**src/rtl/decoder_pkg.sv**
```systemverilog
// decoder_pkg: shared state encoding and clog2 helper for the scanning decoder.
//   ST_IDLE / ST_DIRECT / ST_SCAN  - state encodings
//   state_t                        - FSM state enum built on those encodings
//   clog2(v)                       - ceil(log2(v)), 0 for v <= 1
package decoder_pkg;
    localparam logic [1:0] ST_IDLE   = 2'd0;
    localparam logic [1:0] ST_DIRECT = 2'd1;
    localparam logic [1:0] ST_SCAN   = 2'd2;
    typedef enum logic [1:0] {
        S_IDLE   = ST_IDLE,
        S_DIRECT = ST_DIRECT,
        S_SCAN   = ST_SCAN
    } state_t;
    function automatic int clog2(input int v);
        int r;
        r = 0;
        while ((1 << r) < v) r = r + 1;
        return r;
    endfunction
endpackage

```
**src/rtl/decoder_scan_nxm_if.sv**
```systemverilog
// decoder_scan_nxm_if: control inputs and select outputs of the scanning decoder.
//   i_en    decoder enable (0 blanks outputs)
//   i_mode  0 = DIRECT, 1 = SCAN
//   i_in    select index for DIRECT
//   o_out   registered one-hot / one-cold select, OUT_W bits
//   o_idx   index currently driven on o_out
//   o_wrap  one-cycle pulse when a SCAN sweep returns to index 0
//   master: drives i_*, slave: drives o_*
interface decoder_scan_nxm_if #(parameter int SEL_W = 3);
    localparam int OUT_W = 2 ** SEL_W;
    logic             i_en;
    logic             i_mode;
    logic [SEL_W-1:0] i_in;
    logic [OUT_W-1:0] o_out;
    logic [SEL_W-1:0] o_idx;
    logic             o_wrap;
    modport master (output i_en, i_mode, i_in, input o_out, o_idx, o_wrap);
    modport slave (input i_en, i_mode, i_in, output o_out, o_idx, o_wrap);
endinterface

```
**src/rtl/dwell_timer.sv**
```systemverilog
// dwell_timer: counts 0..DWELL-1 and flags the terminal count.
//   clk, rst_n  clock, asynchronous active-low reset
//   i_clr       synchronous clear back to 0
//   o_tick      high while the count sits at DWELL-1 (always high when DWELL=1)
module dwell_timer
    import decoder_pkg::*;
#(
    parameter int DWELL = 4
) (
    input  logic clk,
    input  logic rst_n,
    input  logic i_clr,
    output logic o_tick
);
    localparam int CW = (clog2(DWELL) < 1) ? 1 : clog2(DWELL);
    localparam logic [CW-1:0] TC = CW'(DWELL - 1);
    logic [CW-1:0] r_cnt;
    always_ff @(posedge clk or negedge rst_n) begin
        if (!rst_n) r_cnt <= '0;
        else        r_cnt <= (i_clr || o_tick) ? '0 : r_cnt + 1'b1;
    end
    assign o_tick = r_cnt == TC;
endmodule

```
**src/rtl/decoder_scan_nxm.sv**
```systemverilog
// decoder_scan_nxm: registered N-to-2^N decoder with direct and self-scanning modes.
//   clk, rst_n  clock, asynchronous active-low reset
//   bus         decoder_scan_nxm_if slave: i_en/i_mode/i_in in, o_out/o_idx/o_wrap out
//   ACTIVE_LOW  inverts o_out only; o_idx and o_wrap keep their polarity
module decoder_scan_nxm
    import decoder_pkg::*;
#(
    parameter int SEL_W      = 3,
    parameter int DWELL      = 4,
    parameter bit ACTIVE_LOW = 1'b0
) (
    input  logic clk,
    input  logic rst_n,
    decoder_scan_nxm_if.slave bus
);
    localparam int OUT_W = 2 ** SEL_W;
    localparam logic [OUT_W-1:0] POL  = {OUT_W{ACTIVE_LOW}};
    localparam logic [SEL_W-1:0] LAST = '1;
    state_t           r_state, w_next;
    logic [SEL_W-1:0] r_idx, w_idx;
    logic [OUT_W-1:0] r_out, w_out;
    logic             r_wrap, w_wrap;
    logic             w_hold, w_tick;
    // Timer only runs while SCAN persists across the edge, so entry and
    // any exit both restart the dwell from 0.
    dwell_timer #(.DWELL(DWELL)) u_timer (
        .clk    (clk),
        .rst_n  (rst_n),
        .i_clr  (!w_hold),
        .o_tick (w_tick)
    );
    always_comb begin
        w_next = !bus.i_en ? S_IDLE : (bus.i_mode ? S_SCAN : S_DIRECT);
        w_hold = (r_state == S_SCAN) && (w_next == S_SCAN);
        w_idx  = '0;
        w_wrap = 1'b0;
        if (w_next == S_DIRECT) begin
            w_idx = bus.i_in;
        end else if (w_hold) begin
            // Index width is exactly SEL_W, so LAST+1 rolls over to 0.
            w_idx  = w_tick ? r_idx + 1'b1 : r_idx;
            w_wrap = w_tick && (r_idx == LAST);
        end
        w_out = (w_next == S_IDLE) ? POL : POL ^ (OUT_W'(1) << w_idx);
    end
    always_ff @(posedge clk or negedge rst_n) begin
        if (!rst_n) begin
            r_state <= S_IDLE;
            r_idx   <= '0;
            r_out   <= POL;
            r_wrap  <= 1'b0;
        end else begin
            r_state <= w_next;
            r_idx   <= w_idx;
            r_out   <= w_out;
            r_wrap  <= w_wrap;
        end
    end
    assign bus.o_out  = r_out;
    assign bus.o_idx  = r_idx;
    assign bus.o_wrap = r_wrap;
endmodule
```
**src/flat_wrapper.sv**
```systemverilog
// flat-port wrapper written by rule: the top's interface ports become plain ports
module decoder_scan_nxm_flat import decoder_pkg::*;
#(
    parameter int SEL_W      = 3,
    parameter int DWELL      = 4,
    parameter bit ACTIVE_LOW = 1'b0
)
  (clk, rst_n, bus_i_en, bus_i_mode, bus_i_in, bus_o_out, bus_o_idx, bus_o_wrap);
  decoder_scan_nxm_if #(.SEL_W(SEL_W)) bus_i ();
  input  logic clk;
  input  logic rst_n;
  input wire logic [$bits(bus_i.i_en)-1:0] bus_i_en;
  input wire logic [$bits(bus_i.i_mode)-1:0] bus_i_mode;
  input wire logic [$bits(bus_i.i_in)-1:0] bus_i_in;
  output wire logic [$bits(bus_i.o_out)-1:0] bus_o_out;
  output wire logic [$bits(bus_i.o_idx)-1:0] bus_o_idx;
  output wire logic [$bits(bus_i.o_wrap)-1:0] bus_o_wrap;
  assign bus_i.i_en = bus_i_en;
  assign bus_i.i_mode = bus_i_mode;
  assign bus_i.i_in = bus_i_in;
  assign bus_o_out = bus_i.o_out;
  assign bus_o_idx = bus_i.o_idx;
  assign bus_o_wrap = bus_i.o_wrap;
  decoder_scan_nxm #(.SEL_W(SEL_W), .DWELL(DWELL), .ACTIVE_LOW(ACTIVE_LOW)) u_core (.clk(clk), .rst_n(rst_n), .bus(bus_i));
endmodule
```
**config.mk**
```make
export PLATFORM = sky130hd
export DESIGN_NAME = decoder_scan_nxm_flat
export DESIGN_NICKNAME = d
export VERILOG_FILES = /design/src/rtl/decoder_pkg.sv /design/src/rtl/decoder_scan_nxm_if.sv /design/src/rtl/dwell_timer.sv /design/src/rtl/decoder_scan_nxm.sv /design/src/flat_wrapper.sv
export SDC_FILE = /design/constraint.sdc
export NUM_CORES = 1
export LEC_CHECK = 0
export CAP_MARGIN = 0
export CORE_MARGIN = 8
export CORE_UTILIZATION = 40
export DETAILED_ROUTE_END_ITERATION = 10
export PLACE_DENSITY = 0.7
export SETUP_SLACK_MARGIN = 0.4
export SYNTH_ARGS = -nofsm -noshare
export SYNTH_HDL_FRONTEND = slang
export SYNTH_SLANG_ARGS = --single-unit
export TNS_END_PERCENT = 50
```
**constraint.sdc**
```tcl
create_clock -name clk -period 1.9 [get_ports clk]
set_clock_uncertainty 0.15 [all_clocks]
set_input_delay 0.57 -clock clk [delete_from_list [all_inputs] [get_ports clk]]
set_output_delay 0.57 -clock clk [all_outputs]
set_load 0.005 [all_outputs]
```
After elaboration in Yosys (flattened, before gate mapping)
Cells that the tools add are included. W data, S select, Z words.

Add/subtract/negate cells: 2. Multiply operators: 0. Div/mod/pow operators: 0. Magnitude comparators: 0. Eq/ne operators: 5. Shift operators: 1. Mux-type cells: 9. Bitwise gates (word level): 0. Reduce and logical (&&, ||, !) cells: 5.

Operators by type and width (count): $mux W3 (3); $mux W8 (1); $shl A1 B3 Y8 const A (1); $eq A2 B2 Y1 const B (3); $mux W2 (3); $add A3 B1 Y3 const B (1); $eq A3 B3 Y1 const B (1); $add A2 B1 Y2 const B (1); $eq A2 B1 Y1 const B (1); $logic_and A1 B1 Y1 (2); $logic_not A2 Y1 (1); $mux W1 (2); $logic_not A1 Y1 (1); $logic_or A1 B1 Y1 (1).

Bits in registers: 16. Bits in latches: 0. RAM bits: 0. Bits in read-only memories: 0. Input port bits: 7. Output and inout port bits: 12. Word-level logic and storage cells: 27. Memories kept: 0.

Depth between registers and ports, before layout
Gate-level depths: netlist (run 1).

Depth in word-level cells: 8. Mapped depth: 6. Gate-level depth less buffers: 5.

By module
From an unflattened synthesis (run 1), not the netlist that was laid out.

Cells, all modules: 45. Area, all modules: 643.1 µm².

Modules (own cells, without submodules): decoder_scan_nxm (instances 1, cells an instance 40, area each 558.0 µm², sequential area each 350.3 µm²); dwell_timer (instances 1, cells an instance 5, area each 85.1 µm², sequential area each 50.0 µm²).

Least setup slack after synthesis (run 1)
No wires, ideal clock.

Path kind: register to register. Start: reg u_core.r_idx[0] (netlist: u_core.bus.o_idx[0]). End: reg u_core.r_out[4] (netlist: u_core.bus.o_out[4]). Setup time: 137 ps. Arrival: 1420 ps. Required time: 1613 ps. Slack: 193 ps. Cell stages (with the launch flop): 6. Buffers on the path: 0. Clock period less this slack: 1707 ps. Cell sequence: dfrtp_1 > ha_1 > ha_1 > mux2i_1 > a2bb2oi_1 > nor3_1.

Word-level cells in the longest chain between the ends: 6.

RTL lines: start: declaration (RTL line decoder_scan_nxm.sv:20) `logic [SEL_W-1:0] r_idx, w_idx;`; start signal: assignment (RTL line decoder_scan_nxm.sv:54) `r_idx <= w_idx;`; $add A3 B1 Y3 (RTL line decoder_scan_nxm.sv:41) `w_idx = w_tick ? r_idx + 1'b1 : r_idx;`; $mux W3 * (RTL line decoder_scan_nxm.sv:41); $mux W3 * (RTL line decoder_scan_nxm.sv:39) `end else if (w_hold) begin`; $mux W3 * (RTL line decoder_scan_nxm.sv:37) `if (w_next == S_DIRECT) begin`; $shl A1 B3 Y8 * (RTL line decoder_scan_nxm.sv:44) `w_out = (w_next == S_IDLE) ? POL : POL ^ (OUT_W'(1) << w_idx);`; $mux W8 * (RTL line decoder_scan_nxm.sv:44); net u_core.w_out[4] (RTL line decoder_scan_nxm.sv:21) `logic [OUT_W-1:0] r_out, w_out;`; end signal: assignment (RTL line decoder_scan_nxm.sv:55) `r_out <= w_out;`; end: declaration (RTL line decoder_scan_nxm.sv:21).

The timed path passes the listed nets; every way through them passes the cells marked *.

Worst setup path after layout (run 1)
Start: reg u_core.r_idx[0] (netlist: u_core.bus.o_idx[0]). End: reg u_core.r_out[5] (netlist: u_core.bus.o_out[5]).

Same word-level chain as after synthesis.

==> results of run 1 <==
-- cell families (layout without fill, tap and decap cells) --
| logic type | count (synthesis) | count (layout) |
|---|---|---|
| simple gates | 15 | 15 |
| xor+xnor | 1 | 1 |
| buf+inv | 5 | 39 |
| flops | 16 | 16 |
| compound gates | 4 | 4 |
| mux | 2 | 2 |
| fa+ha+maj | 3 | 3 |
-- cell usage in the layout, fill, tap and decap left out --
cell type	instances
dfrtp_1	15
buf_2	11
buf_4	11
nor3_2	6
clkdlybuf4s50_1	4
buf_6	4
a2bb2oi_4	3
nor3_1	3
ha_4	3
clkbuf_4	3
mux2i_4	2
inv_1	2
dlygate4sd2_1	2
nor2b_2	1
nand4b_1	1
inv_4	1
xnor2_2	1
inv_2	1
and2_1	1
o221ai_4	1
nand2_1	1
nor2_1	1
nor3b_1	1
dfrtp_2	1
-- Yosys cell counts, types with 2 or more instances --
| library cell | count | share of area [%] |
|---|---|---|
| dfrtp_1 | 16 | 64 |
| nor3_1 | 9 | 7.2 |
| ha_1 | 3 | 6.0 |
| a2bb2oi_2 | 2 | 4.8 |
| inv_1 | 3 | 1.8 |
| mux2i_1 | 2 | 3.2 |
-- how the worst max path moves through the flow --
| stage | startpoint | end | cells past startpoint |
|---|---|---|---|
| floorplan | bus_i_mode | u_core.bus.o_out[4] | 4 |
| global placement | bus_i_mode | u_core.bus.o_out[6] | 6 |
| detailed placement | bus_i_en | u_core.bus.o_out[0] | 6 |
| CTS | u_core.bus.o_idx[0] | u_core.bus.o_out[4] | 6 |
| global route | u_core.bus.o_idx[0] | u_core.bus.o_out[7] | 6 |
| finish | u_core.bus.o_idx[0] | u_core.bus.o_out[5] | 6 |
-- layer usage --
metal | share of wire, % | vias up | GRT usage [%]
met5 | 0 | - | 0
met4 | 0 | 0 | 4.23
met3 | 6.1 | 0 | 3.42
met2 | 52 | 10 | 16.5
met1 | 42 | 227 | 11.2
li1 | - | 231 | -
-- metrics by stage --
stage	setup slack (ps)	cell area, um^2
2_1_floorplan	361	682
3_5_place_dp	-195	938
3_3_place_gp	-196	938
6_report	207	1060
5_1_grt	152	1060
4_1_cts	212	1020
-- final cells by class --
| class | count | area [um^2] | area share (%) |
|---|---|---|---|
| sequential | 16 | 402 | 38.0 |
| multi-input combinational | 25 | 355 | 33.6 |
| clock buffer | 3 | 22.5 | 2.13 |
| tap | 16 | 20.0 | 1.89 |
| inverter | 4 | 17.5 | 1.66 |
| timing repair buffer | 32 | 240 | 22.7 |
-- repair_timing --
item	4_1_cts	5_1_grt
gates resized for setup	62	7
endpoints found under the setup margin	26	22
pin swaps	5	4
buffers inserted	3	2
-- power groups by stage --
stage	combinational, mW	sequential [mW]	clock (mW)
floorplan	0.0267	0.363	0
global placement	0.0800	0.361	0
detailed placement	0.0811	0.361	0
CTS	0.0983	0.353	0.179
global route	0.112	0.354	0.193
finish	0.103	0.353	0.168
-- flip-flops by register name, indices dropped and copies added, names as in the netlist --
| name | count |
|---|---|
| u_core.r_state | 2 |
| u_core.u_timer.r_cnt | 2 |
| u_core.bus.o_idx | 3 |
| u_core.bus.o_wrap | 1 |
| u_core.bus.o_out | 8 |
==> run metrics, run 1 <==
die area ~3100 um^2; Hold Fails Final Rpt 0; vias in the first global route between 500 and 600; clk root buf clkbuf_4; RR Endpoint u_core.bus.o_out[5]; CP Buf/Inv Count 1; Top Family by Delay on Critical Path flip-flops; startpoint types flip-flop; Crit. End Element flip-flop; PD cells approximately 600 nW/um^2; async set-or-reset flop fraction in the synthesized netlist between 90% and 100%; initial drt markers 3; TritonCTS clock tree yes; Seq cells post-synth 16; Comb pwr share 16.6%; Core Area 1490 um^2; first-pass iteration count of the detailed router 2; first-pass GRT wire length about 2.5 mm; hold endpoint u_core.u_timer.r_cnt[0]; simple-gate portion of the synthesized area about an eighth; Routed Antenna Nets 0; Arr. time, crit path 1710 ps; GRT Total Usage under 10%; initial antenna violation count 0; HP Class reg2reg; TritonCTS Sinks 16; routability cong. about 0.73; fin cells 96; final WL about 1.4 mm; hold path startpoint u_core.u_timer.r_cnt[0]; Mean Syn Cell Area between 10 and 15 um^2; worst reg-to-reg setup slack 210 ps; EDFF count, synth 0; CTS Buf Count 3; Clock Tree Buf Depth 2; Crit Path Class reg2reg; normalized max-slew margin about four fifths; max_cap viols 0; unrepaired setup endpoints after global routing yes; Via density 4.88; P_int between 0.4 and 0.5 mW; NumNets Final 92; leak pwr ~0.50 nW; Worst VDD drop ~0.52 mV; worst path required time ~1900 ps; Switching Share a little under a quarter; CTS Hold Bufs 0; Core Util, Final 71.0%; Area Growth Syn to Fin 70.0%; proportion of layout cells with a drive suffix above 1 about three fifths; XOR/XNOR Fraction of Synth Area ~1.4%; Netlist Area Pre-Place 622 um^2; Synth Area in Compound Gates 7.65%; register area share after synthesis between 60% and 70%; routed wire length per instance between 15 and 20 um; clk_lat worst skew 270 ps; Pwr Total approximately 0.63 mW; final-layout fill cell count ~90; drt drc 0; number of placed cells counting well taps between 80 and 90; crit-path max cell delay about 420 ps; synth unique cells 17; # setup viols final 0; Psw about 0.15 mW; WHS roughly 330 ps; vias ~470; DP Wirelength 1.01 mm; Yosys warning count 0; die height 55.4 um; port bufs 18; post-synthesis adder-cell area fraction a little over 6%; r2r startpoint u_core.bus.o_idx[0]; critical-path cell list buf_6, ha_4, ha_4, mux2i_4, a2bb2oi_4, nor3_1; fin. max-slew vios 0; post-synthesis cell count 46; # diodes 0; Post-Route Setup TNS 0 ps; Post-synth top flop dfrtp_1; critical path fanouts, max 5; slew at the pin closest to its max-slew limit approximately 280 ps; die width approximately 55 um; Initial Utilization a little over two fifths; status complete, no violations; slowest CP cell dfrtp_2; fmax between 0.5 and 0.6 GHz; post-layout minimum cycle time 1690 ps; num rows 14; clock share of power a little over a quarter; largest family of logic cells by synthesized area simple AND/OR/NAND/NOR gates; hold depth 1; CTS H-tree depth 1; fin crit share 89.1%; total grt overflow 0; I/O pin cnt 19; largest net degree at the start of global routing 17; Seq pwr share between 50% and 60%; CTS clk-pin slew, worst paths approximately 90 ps; Reg2Reg Depth 6; Mapped Nets 56; mux contribution to synthesized area around 3.2%; Top cell by count, worst path ha_4
(Power assumes the default switching activity.)
==> run 2: changes to the inputs <==
--- a/config.mk
+++ b/config.mk
@@ -6,7 +6,6 @@
 export NUM_CORES = 1
 export LEC_CHECK = 0
 export CAP_MARGIN = 0
-export CORE_MARGIN = 8
 export CORE_UTILIZATION = 40
 export DETAILED_ROUTE_END_ITERATION = 10
 export PLACE_DENSITY = 0.7
==> run metrics, run 2 (same netlist as run 1, synthesis figures left out) <==
fin crit share 90.5% (+1.4 points); Worst VDD drop 0.688 mV (+32%); leak pwr 0.510 nW (+2.1%); critical path fanouts, max 5 (unchanged); I/O pin cnt 19 (unchanged); CTS clk-pin slew, worst paths 90 ps (about the same); NumNets Final 92 (unchanged); Routed Antenna Nets 0 (unchanged); clk root buf clkbuf_4; TritonCTS Sinks 16 (unchanged); port bufs 18 (unchanged); die height 41.4 um (-25%); status complete, no violations; Psw 0.156 mW (+6.3%); Comb pwr share 15.8% (-0.8 points); most common cell after layout, fill and taps aside dfrtp_1; fin. max-slew vios 0 (unchanged); Crit Path Class reg2reg; max_cap viols 0 (unchanged); worst setup path end u_core.bus.o_out[4]; P_int 0.522 mW (+9.2%); drt drc 0 (unchanged); die area 1720 um^2 (-44%); routability cong. 0.702 (-3.3%); first-pass GRT wire length 2.65 mm (+4.9%); r2r startpoint u_core.bus.o_idx[0]; Via density 5.02 (+3.0%); initial drt markers 1 (-2); TritonCTS clock tree yes; first-pass iteration count of the detailed router 4 (+2); slew at the pin closest to its max-slew limit 275 ps (-5.15 ps); Hold Fails Final Rpt 0 (unchanged); unrepaired setup endpoints after global routing yes; GRT Total Usage 21.1% (+11 points); initial antenna violation count 0 (unchanged); worst path required time 1920 ps (about the same); vias 482 (+3.0%); fmax 0.581 GHz (-1.6%); HP Class reg2reg; Core Area 1370 um^2 (-8.2%); DP Wirelength 982 um (-2.4%); CTS Hold Bufs 0 (unchanged); startpoint types flip-flop; CTS Buf Count 3 (unchanged); proportion of layout cells with a drive suffix above 1 64.2% (+2.9 points); CTS H-tree depth 1 (unchanged); num rows 13 (-1); final WL 1.49 mm (+3.5%); Switching Share 23.0% (-0.47 points); total grt overflow 0 (unchanged); Reg2Reg Depth 6 (unchanged); clock share of power 32.1% (+5.2 points); Post-Route Setup TNS 0 ps (unchanged); normalized max-slew margin 81.7% (+0.43 points); routed wire length per instance 15.5 um (+3.5%); # setup viols final 0 (unchanged); post-layout minimum cycle time 1720 ps (+27.1 ps); vias in the first global route 552 (-1.3%); Seq pwr share 52.1% (-4.4 points); Crit. End Element flip-flop; most frequent cells in the layout dfrtp_1, buf_2, buf_4; worst reg-to-reg setup slack 180 ps (-30 ps); clk_lat worst skew 280 ps (about the same); Clock Tree Buf Depth 2 (unchanged); PD cells 622 nW/um^2 (+5.3%); # diodes 0 (unchanged); Arr. time, crit path 1740 ps (+30 ps); number of placed cells counting well taps 84 (-4.5%); Area Growth Syn to Fin 75.3%; max reg flops 8 (unchanged); RR Endpoint u_core.bus.o_out[4]; crit path from u_core.bus.o_idx[0]; largest net degree at the start of global routing 17 (unchanged); die width 41.4 um (-25%); Initial Utilization 45.5% (+3.7 points); fin cells 96 (unchanged)
run 2: layout make-up:
class | count | area, um^2
flip-flops and latches | 16 | 403
multi-input cells | 25 | 370
fillers | 81 | 277
repair buffers | 32 | 241
clock buffers | 4 | 36.3
inverters | 4 | 20.0
well taps | 15 | 18.8
run 2: through the flow:
step | util, % | cell area [um^2] | setup slack [ps] | hold slack (ps) | power (mW)
after global placement | 66.9 | 915 | -187 | 278 | 0.437
after global routing | 79.8 | 1090 | 126 | 367 | 0.710
final | 79.8 | 1090 | 180 | 347 | 0.678
after CTS | 76.7 | 1050 | 194 | 344 | 0.674
after floorplan | - | 682 | 361 | 124 | 0.390
after detailed placement | 66.9 | 915 | -187 | 287 | 0.438
run 2: how the worst min path moves through the flow:
| stage | slack (ps) | from | to | cells after the start |
|---|---|---|---|---|
| floorplan | 120 | rst_n | u_core.bus.o_idx[0] | 0 |
| global placement | 280 | u_core.u_timer.r_cnt[0] | u_core.u_timer.r_cnt[0] | 1 |
| detailed placement | 290 | u_core.u_timer.r_cnt[0] | u_core.u_timer.r_cnt[0] | 1 |
| CTS | 340 | u_core.u_timer.r_cnt[0] | u_core.u_timer.r_cnt[0] | 1 |
| global route | 370 | u_core.u_timer.r_cnt[0] | u_core.u_timer.r_cnt[0] | 1 |
| finish | 350 | u_core.u_timer.r_cnt[0] | u_core.u_timer.r_cnt[0] | 1 |
run 2: layer usage:
metal | GRT usage, % | share of wire [%] | vias to the layer above
li1 | - | - | 233
met1 | 24.4 | 37 | 241
met2 | 36.3 | 59 | 6
met3 | 4.35 | 2.4 | 2
met4 | 11.6 | 1.5 | 0
met5 | 0 | 0 | -
run 2: critical path: stages, from the launching register on:
cell,delay [ps]
dfrtp_2,420
buf_6,120
ha_4,150
ha_4,210
mux2i_4,210
a2bb2oi_4,260
nor3_2,80
run 2: what timing repair did:
| item | 4_1_cts | 5_1_grt |
|---|---|---|
| setup buffers | 4 | 4 |
| endpoints found under the setup margin | 26 | 23 |
| endpoints found under the hold margin | 0 | 0 |
| resized for setup | 69 | 3 |
| pin swaps | 7 | 5 |
run 2: power groups by stage:
stage | clock, mW | sequential (mW) | combinational, mW
finish | 0.218 | 0.353 | 0.107
floorplan | 0 | 0.363 | 0.0267
detailed placement | 0 | 0.362 | 0.0760
CTS | 0.221 | 0.353 | 0.0996
global route | 0.240 | 0.355 | 0.115
global placement | 0 | 0.362 | 0.0744
==> run 3: changes to the inputs <==
--- a/config.mk
+++ b/config.mk
@@ -6,9 +6,8 @@
 export NUM_CORES = 1
 export LEC_CHECK = 0
 export CAP_MARGIN = 0
-export CORE_UTILIZATION = 40
+export CORE_UTILIZATION = 36
 export DETAILED_ROUTE_END_ITERATION = 10
-export PLACE_DENSITY = 0.7
 export SETUP_SLACK_MARGIN = 0.4
 export SYNTH_ARGS = -nofsm -noshare
 export SYNTH_HDL_FRONTEND = slang
==> run metrics, run 3 (same netlist as run 1, synthesis figures left out) <==
# diodes 0 (unchanged); clk_lat worst skew 280 ps (about the same); slew at the pin closest to its max-slew limit 269 ps (-5.86 ps); max reg flops 8 (unchanged); largest net degree at the start of global routing 17 (unchanged); first-pass GRT wire length 2.12 mm (-20%); PD cells 627 nW/um^2 (+0.78%); Routed Antenna Nets 0 (unchanged); max_cap viols 0 (unchanged); Top cell by count, worst path ha_4; Worst VDD drop 0.586 mV (-15%); HP Class reg2reg; RR Endpoint u_core.bus.o_out[6]; status finished, violations left; CTS Hold Bufs 0 (unchanged); r2r startpoint u_core.bus.o_idx[1]; die area 1900 um^2 (+11%); Psw 0.151 mW (-3.4%); NumNets Final 92 (unchanged); Seq pwr share 52.7% (+0.6 points); final WL 1.32 mm (-11%); # setup viols final 0 (unchanged); die width 43.6 um (+5.1%); clock share of power 32.2% (about the same); leak pwr 0.513 nW (+0.61%); Switching Share 22.5% (-0.51 points); crit path from u_core.bus.o_idx[1]; normalized max-slew margin 82.1% (+0.39 points); I/O pin cnt 19 (unchanged); clk root buf clkbuf_4; Reg2Reg Depth 6 (unchanged); initial antenna violation count 0 (unchanged); vias 475 (-1.5%); TritonCTS clock tree yes; slowest CP cell dfrtp_1; initial drt markers 8 (+7); Crit. End Element flip-flop; routed wire length per instance 13.6 um (-12%); P_int 0.519 mW (-0.54%); total grt overflow 0 (unchanged); Core Area 1560 um^2 (+14%); final-layout fill cell count 116 (+43%); FF+latch area 402 um^2 (-0.31%); critical-path cell list buf_6, ha_4, ha_4, mux2i_4, a2bb2oi_4, nor3_2; worst reg-to-reg setup slack 220 ps (+40 ps); fin crit share 88.4% (-2.1 points); worst path required time 1910 ps (about the same); CTS Buf Count 3 (unchanged); startpoint types flip-flop; GRT Total Usage 15.9% (-5.3 points); failing checks DRC; post-layout minimum cycle time 1680 ps (-40.2 ps); fin. max-slew vios 0 (unchanged); Initial Utilization 39.9% (-5.6 points); fin cells 97 (+1.0%); DP Wirelength 879 um (-11%); Via density 4.90 (-2.5%); area taken by multi-input logic gates 362 um^2 (-2.4%); Clock Tree Buf Depth 2 (unchanged); Hold Fails Final Rpt 0 (unchanged); WHS 330 ps (-16.7 ps); routability cong. 0.771 (+9.8%); Comb pwr share 15.1% (-0.7 points); critical path fanouts, max 5 (unchanged); drt drc 2 (+2); CTS H-tree depth 1 (unchanged); die height 43.6 um (+5.1%); TritonCTS Sinks 16 (unchanged); first-pass iteration count of the detailed router 6 (+2); Area Growth Syn to Fin 71.8%; unrepaired setup endpoints after global routing yes; Crit Path Class reg2reg; fmax 0.595 GHz (+2.4%); most frequent cells in the layout dfrtp_1, buf_4, buf_2; num rows 14 (+1); crit-path max cell delay 390 ps (-30 ps); port bufs 18 (unchanged); proportion of layout cells with a drive suffix above 1 64.2% (unchanged); most common cell after layout, fill and taps aside dfrtp_1; worst setup path end u_core.bus.o_out[6]; vias in the first global route 443 (-20%); Arr. time, crit path 1690 ps (-50 ps); CTS clk-pin slew, worst paths 90 ps (about the same); number of placed cells counting well taps 86 (+2.4%)
## run 3: cell types whose count changed in the layout (fill, tap and decap cells not counted), sizes merged
| cell | delta |
|---|---|
| buf | -1 |
| dlygate4sd2 | -1 |
| clkbuf | +2 |
## run 3: what timing repair did
item / CTS / global route
endpoints found under the setup margin: 26 / 23
setup buffers: 6 / 1
gates resized for setup: 63 / 5
pin swaps: 8 / 3
## run 3: critical path: cells and delay by family (launching register included)
kind / cells / cell delay [ps]
flip-flops: 1 / 390
adder cells (fa/ha/maj): 2 / 360
AO/OA/AOI/OAI: 1 / 260
multiplexers: 1 / 210
buffers and inverters: 1 / 130
AND/OR/NAND/NOR: 1 / 70
## run 3: metal layers
layer,track usage (%),up-vias,wire [um]
li1,-,231,-
met4,7.50,0,12
met3,3.75,2,51
met1,21.6,233,612
met2,23.9,9,645
met5,0,-,0
## run 3: through the flow
step / setup slack, ps / cell area [um^2] / utilization (%) / total power, mW / TNS [ps]
final: 220 / 1070 / 68.5 / 0.670 / 0
after detailed placement: -215 / 923 / 59.2 / 0.438 / -1390
after global placement: -182 / 923 / 59.2 / 0.438 / -1190
after CTS: 216 / 1060 / 68.2 / 0.677 / 0
after floorplan: 361 / 682 / - / 0.390 / 0
after global routing: 165 / 1070 / 68.5 / 0.706 / 0
## run 3: worst min-delay path by stage
| stage | depth (start not counted) | startpoint | to | slack [ps] |
|---|---|---|---|---|
| final | 1 | u_core.u_timer.r_cnt[0] | u_core.u_timer.r_cnt[0] | 330 |
| after global routing | 1 | u_core.u_timer.r_cnt[0] | u_core.u_timer.r_cnt[0] | 360 |
| after CTS | 1 | u_core.u_timer.r_cnt[0] | u_core.u_timer.r_cnt[0] | 340 |
| after detailed placement | 1 | u_core.u_timer.r_cnt[0] | u_core.u_timer.r_cnt[0] | 280 |
| after global placement | 1 | u_core.u_timer.r_cnt[0] | u_core.u_timer.r_cnt[0] | 280 |
| after floorplan | 0 | rst_n | u_core.bus.o_idx[0] | 120 |
## run 3: final cells by class
cell class,count,share of cell area [%]
flip-flops and latches,16,37.6
multi-input cells,25,33.8
repair buffers,32,21.9
clock buffers,4,3.40
well taps,16,1.87
inverters,4,1.41
## run 3: power groups by stage
stage,clock network [mW],registers [mW],logic [mW]
finish,0.216,0.353,0.101
CTS,0.225,0.353,0.0994
global route,0.243,0.354,0.109
global placement,0,0.362,0.0755
floorplan,0,0.363,0.0267
detailed placement,0,0.363,0.0759
